File: src/rtl/btn_event_queue.sv
// btn_event_queue: queues debounced button pulses for the game FSM.
// Lowest-index pending button is granted into a small FIFO each cycle.
//
// Ports:
//   clk        rising-edge clock
//   reset      async active-low reset
//   btn_evt    [4:0] one-cycle pulses: left,right,rotate,down,drop
//   evt_ready  consumer takes head event this cycle
//   ovf_clr    clears sticky overflow
//   evt_valid  head entry present
//   evt_code   head code 1..5 (bit index + 1), 0 when empty
//   count      entries held, 0..DEPTH
//   overflow   sticky, a pulse was lost
//
// Build option: define BTN_QUEUE_COALESCE_EN to drop a push whose code
// matches the newest entry still queued.
module btn_event_queue #(
  parameter int DEPTH = 4,
  parameter int CNT_W = 3
) (
  input  logic             clk,
  input  logic             reset,
  input  logic [4:0]       btn_evt,
  input  logic             evt_ready,
  input  logic             ovf_clr,
  output logic             evt_valid,
  output logic [2:0]       evt_code,
  output logic [CNT_W-1:0] count,
  output logic             overflow
);

  localparam int AW = (DEPTH > 1) ? $clog2(DEPTH) : 1;

  logic [2:0]       mem [DEPTH];
  logic [AW-1:0]    rptr;
  logic [AW-1:0]    wptr;
  logic [4:0]       pending;
  logic [4:0]       pend_nx;
  logic [4:0]       grant;
  logic [2:0]       grant_code;
  logic [CNT_W-1:0] cnt_nx;
  logic             pop;
  logic             room;
  logic             push;
  logic             dup;
  logic             wr_en;
  logic             loss;
  logic             ovf_nx;

  assign evt_valid = (count != '0);
  assign evt_code  = evt_valid ? mem[rptr] : 3'd0;

  assign pop  = evt_valid && evt_ready;
  assign room = (count < CNT_W'(DEPTH)) || pop;
  assign push = (pending != 5'd0) && room;

  // isolate lowest set bit of pending
  assign grant = push ? (pending & (~pending + 5'd1)) : 5'd0;

  always_comb begin
    grant_code = 3'd0;
    unique case (1'b1)
      grant[0]: grant_code = 3'd1;
      grant[1]: grant_code = 3'd2;
      grant[2]: grant_code = 3'd3;
      grant[3]: grant_code = 3'd4;
      grant[4]: grant_code = 3'd5;
      default:  grant_code = 3'd0;
    endcase
  end

`ifdef BTN_QUEUE_COALESCE_EN
  // newest entry sits just behind wptr; with one entry it is also
  // the head, so a same-cycle pop removes it and the push must go in
  assign dup = push
            && (count != '0)
            && (mem[wptr - AW'(1)] == grant_code)
            && !(pop && (count == CNT_W'(1)));
`else
  assign dup = 1'b0;
`endif

  assign wr_en = push && !dup;

  always_comb begin
    cnt_nx = count;
    unique case ({wr_en, pop})
      2'b10:   cnt_nx = count + CNT_W'(1);
      2'b01:   cnt_nx = count - CNT_W'(1);
      default: cnt_nx = count;
    endcase
  end

  // a pulse on a still-pending, ungranted bit merges and is lost
  assign loss    = |(btn_evt & pending & ~grant);
  assign ovf_nx  = loss | (overflow & ~ovf_clr);
  assign pend_nx = (pending & ~grant) | btn_evt;

  always_ff @(posedge clk or negedge reset) begin
    if (!reset) begin
      pending  <= 5'd0;
      rptr     <= '0;
      wptr     <= '0;
      count    <= '0;
      overflow <= 1'b0;
    end else begin
      pending  <= pend_nx;
      count    <= cnt_nx;
      overflow <= ovf_nx;
      if (pop)   rptr <= rptr + AW'(1);
      if (wr_en) wptr <= wptr + AW'(1);
    end
  end

  always_ff @(posedge clk) begin
    if (wr_en) mem[wptr] <= grant_code;
  end

endmodule
File: config.mk
export PLATFORM = sky130hd
export DESIGN_NAME = btn_event_queue
export DESIGN_NICKNAME = d
export VERILOG_FILES = /design/src/rtl/btn_event_queue.sv
export SDC_FILE = /design/constraint.sdc
export NUM_CORES = 1
export LEC_CHECK = 0
export BUFFER_PORTS_ARGS = -buffer_cell sky130_fd_sc_hd__clkbuf_2
export CAP_MARGIN = 40
export CORE_ASPECT_RATIO = 0.8
export CORE_UTILIZATION = 55
export CTS_CLUSTER_DIAMETER = 150
export DETAILED_ROUTE_END_ITERATION = 16
export PLACE_DENSITY = 0.79
export SETUP_SLACK_MARGIN = 0.1
export SKIP_LAST_GASP = 1
export SLEW_MARGIN = 20
export SYNTH_ARGS = -nofsm -noshare
export SYNTH_HDL_FRONTEND = slang
export SYNTH_SLANG_ARGS = --single-unit
File: constraint.sdc
create_clock -name clk -period 2.4 [get_ports clk]
set_input_delay 0.48 -clock clk [delete_from_list [all_inputs] [get_ports clk]]
set_output_delay 0.48 -clock clk [all_outputs]
set_load 0.1 [all_outputs]
After elaboration in Yosys (flattened, before gate mapping) --
Memory sizes are Yosys's and may differ from the RTL's. Index checks and enable logic that the tools add are counted.
Operators by class: $add $sub $neg 5, $lt $le $gt $ge 1, eq/ne operators 2, multiplexer cells 6, bitwise operators 10, reductions and logical operators 7
Operators by type and width (count):
- $and 5x5->5 | 4
- $pmux 3 s5 | 1
- $not 5->5 | 2
- $pmux 3 s2 | 1
- $add 5x1->5 const B | 1
- $mux 5 | 1
- $or 5x5->5 | 1
- $reduce_bool 5->1 | 1
- $reduce_or 5->1 | 1
- $add 2x1->2 const B | 2
- $add 3x1->3 const B | 1
- $lt 3x3->1 const B | 1
- $mux 3 | 1
- $reduce_bool 3->1 | 1
- $sub 3x1->3 const B | 1
- $eq 2x1->1 const B | 1
- $eq 2x2->1 const B | 1
- $logic_and 1x1->1 | 2
- $mux 1 | 2
- $reduce_bool 2->1 | 1
- $and 1x1->1 | 1
- $logic_or 1x1->1 | 1
- $not 1->1 | 1
- $or 1x1->1 | 1
Storage, ports and cells: flip-flop bits (word level) 13, memory bits (writable) 12, word-level logic and storage cells 37, memories kept 1
Memories:
- mem | depth 4, bits a word 3, read ports 1, clocked after memory_dff 0, write ports 1, RTL line 34 | logic [2:0] mem [DEPTH];

Longest topological paths before layout --
depth in word-level cells 9, gate-level depth with buffers 10, gate-level depth less buffers 9

Worst setup path after synthesis --
Ideal clock, no wire load.
path type reg-to-output, from register count[2], to output evt_code[0], arrival time 2.969 ns, path slack -1.049 ns, stages on the path, launching flop included 4, buffers on the path 1, cells stage by stage dfrtp_1 -> or3_1 -> clkbuf_1 -> and2_1
Between the ends: cells in the longest elaborated chain, start to end 2
RTL lines:
- start, declared | RTL line 28 | output logic [CNT_W-1:0] count,
- start signal, assigned | RTL line 108 | count <= cnt_nx;
- $reduce_bool 3->1 | RTL line 50 | assign evt_valid = (count != '0);
- via evt_valid | RTL line 26 | output logic evt_valid,
- $mux 3 | RTL line 51 | assign evt_code = evt_valid ? mem[rptr] : 3'd0;
- end, declared | RTL line 27 | output logic [2:0] evt_code,
The timed path passes the listed nets, and every way through them passes these cells.

Worst setup path in the final report --
from register count[2], to output evt_code[1]
Between the ends: cells in the longest elaborated chain, start to end 2
RTL lines (RTL line):
- $reduce_bool 3->1 | 50
- $mux 3 | 51
Every way passes these cells.

==> metrics.md <==
| Metric | Value |
|---|---|
| Final hold vios | 0 |
| FMAX | 449 MHz |
| Die Wd | 55.2 µm |
| Remaining DRCs | 0 |
| P&R area growth vs syn | 13.5% |
| Syn_nets | 111 |
| Number of synthesized register bits | 25 |
| Rows | 15 |
| Syn_area_per_cell | 13.0 µm² |
| Yosys Warn Count | 0 |
| Most frequent cells in the layout | clkbuf_2, edfxtp_1, dfrtp_1 |
| Worst Max-Slew Pin Slew | 544 ps |
| DP HPWL | 1610 µm |
| ANT nets after route | 0 |
| Total CTS buffers | 3 |
| Worst EP required | 1920 ps |
| Clk_skew | 1.84 ps |
| WS Path Type | reg2out |
| CP Launch Point | count[2]$_DFFE_PN0P_ |
| Clk buf depth | 2 |
| Worst reg2reg path startpoint | count[2]$_DFFE_PN0P_ |
| DR vias | 761 |
| Final Max Slew Viols | 0 |
| Final min period | 2230 ps |
| Worst-Skew Late Latency | 320 ps |
| Post-Synthesis Cell Area | 1240 µm² |
| Nets | 130 |
| Cell count after synthesis | 96 |
| Htree depth | 1 |
| Sequential cell area fraction in the yosys report | 0.551 |
| Wire length per cell | 14.9 µm |
| Core Region | 2140 µm² |
| Synth async-reset ratio | 0.520 |
| Fraction of layout cells with a size suffix above 1 | 0.360 |
| Root Buffer | clkbuf_4 |
| Clock sinks | 25 |
| Antenna diodes | 0 |
| Starting DRC count in detailed routing | 5 |
| Crit. End Element | primary output |
| Number of vias per cell | 5.47 |
| EDFF count, synth | 12 |
| Synth cell types | 34 |
| RSZ-0062 raised after global routing | no |
| Pin count of the biggest net entering global routing | 16 |
| Aggregate global-route resource usage | 0.192 |
| Setup TNS | 0 ps |
| Die ar. | 2460 µm² |
| CP Max Fanout | 6 |
| Vias in the first global route | 662 |
| Commonest non-fill, non-tap cell in the layout | clkbuf_2 |
| Hold crit path type | in2async |
| Max Cap Viol | 0 |
| Starting Density | 0.582 |
| Most used DFF post-synth | dfrtp_1 |
| PortBufs | 16 |
| # IOs | 17 |
| Status | finished clean |
| First-pass GRT wire length | 3080 µm |
| Setup-failing EPs final | 0 |
| Final worst path period share | 0.929 |
| Clk pin slew, worst setup/hold paths | 140 ps |
| Die Ht | 44.6 µm |
| Gr ovfl total | 0 |
| Initial antenna violation count | 0 |
| Critical path arrival | 1750 ps |
| CTS tree | done |
| Startpoint types | flip-flop |
| DR pass1 iterations | 2 |
| Total Routed Length | 2070 µm |
| Worst slew margin | 0.639 |
| Placer Congestion | 0.744 |
-- cells in the mapped netlist, types with 2 or more instances --
library cell | n | area share
inv_1 | 8 | 0.024
o21ai_0 | 3 | 0.012
o31ai_1 | 2 | 0.012
mux4_2 | 3 | 0.054
nand3_1 | 2 | 0.0080
dfrtp_1 | 13 | 0.26
edfxtp_1 | 12 | 0.29
nand2b_1 | 4 | 0.020
xnor2_1 | 3 | 0.021
nor2_1 | 3 | 0.0090
and2_1 | 9 | 0.045
nand4b_1 | 2 | 0.014
buf_2 | 2 | 0.0080
ha_1 | 5 | 0.050
xor2_1 | 3 | 0.021
nor3_1 | 3 | 0.012
nor2b_1 | 2 | 0.010
-- timing repair --
item / CTS / global route
setup endpoints to repair: 3 / 3
pin swaps: 0 / 0
hold buffers: 0 / 0
buffers inserted: 0 / 1
gates resized for setup: 4 / 2
hold endpoints to repair: 0 / 0
-- registers in the layout, summed over array words and instances, names as in the netlist --
name	cells
rptr	2
pending	5
overflow	1
mem	12
wptr	2
count	3
-- worst max-delay path: stages (launching register included) --
cell,delay (ps)
dfrtp_4,540
or3_4,440
and2_2,180
clkbuf_4,270
-- per-layer routing --
metal	up-vias	global-route usage	routed length (µm)	part of all wire
met5	-	0	0	0
met2	13	0.311	1040	0.50
met4	0	0.0300	9	0.0043
met1	370	0.251	943	0.46
li1	376	-	-	-
met3	2	0.0722	79	0.038
-- final cells by class --
type | instances | area (µm²)
Sequential cell | 25 | 696
Timing Repair Buffer | 19 | 110
Fill cell | 168 | 727
Clock inverter | 1 | 7.51
Clock buffer | 3 | 22.5
Multi-Input combinational cell | 58 | 515
Tap cell | 25 | 31.3
Inverter | 8 | 30.0
-- through the flow --
stage	utilization	instance area (µm²)	cells	setup WS, ps	hold slack, ps
finish	0.660	1410	139	171	33.2
detailed placement	0.639	1370	134	324	397
global route	0.660	1410	139	104	18.5
CTS	0.657	1410	138	115	32.9
global placement	0.639	1370	134	362	388
floorplan	-	1290	96	109	184
-- cell families (layout without fill, tap and decap cells) --
family,Yosys count,after routing,synth area share
AND/OR/NAND/NOR,28,28,0.138
multiplexers,5,5,0.0714
flip-flops,25,25,0.551
buffers and inverters,13,31,0.0482
AO/OA/AOI/OAI,13,13,0.0834
adder cells (fa/ha/maj),6,6,0.0663
XOR/XNOR,6,6,0.0422
-- worst paths after layout --
| check | end | slack (ps) | cells past startpoint |
|---|---|---|---|
| max in group asynchronous | count[0]$_DFFE_PN0P_ | 2090 | 1 |
| min in group clk | pending[0]$_DFF_PN0_ | 350 | 2 |
| worst max register to register | count[2]$_DFFE_PN0P_ | 370 | 8 |
| worst min register to register | count[0]$_DFFE_PN0P_ | 570 | 1 |
| worst max-delay path | evt_code[1] | 170 | 3 |
| worst min-delay path | count[2]$_DFFE_PN0P_ | 30 | 1 |
Power is not shown: default switching activity piles up to over one toggle a cycle in this logic, so the estimate is an artifact.
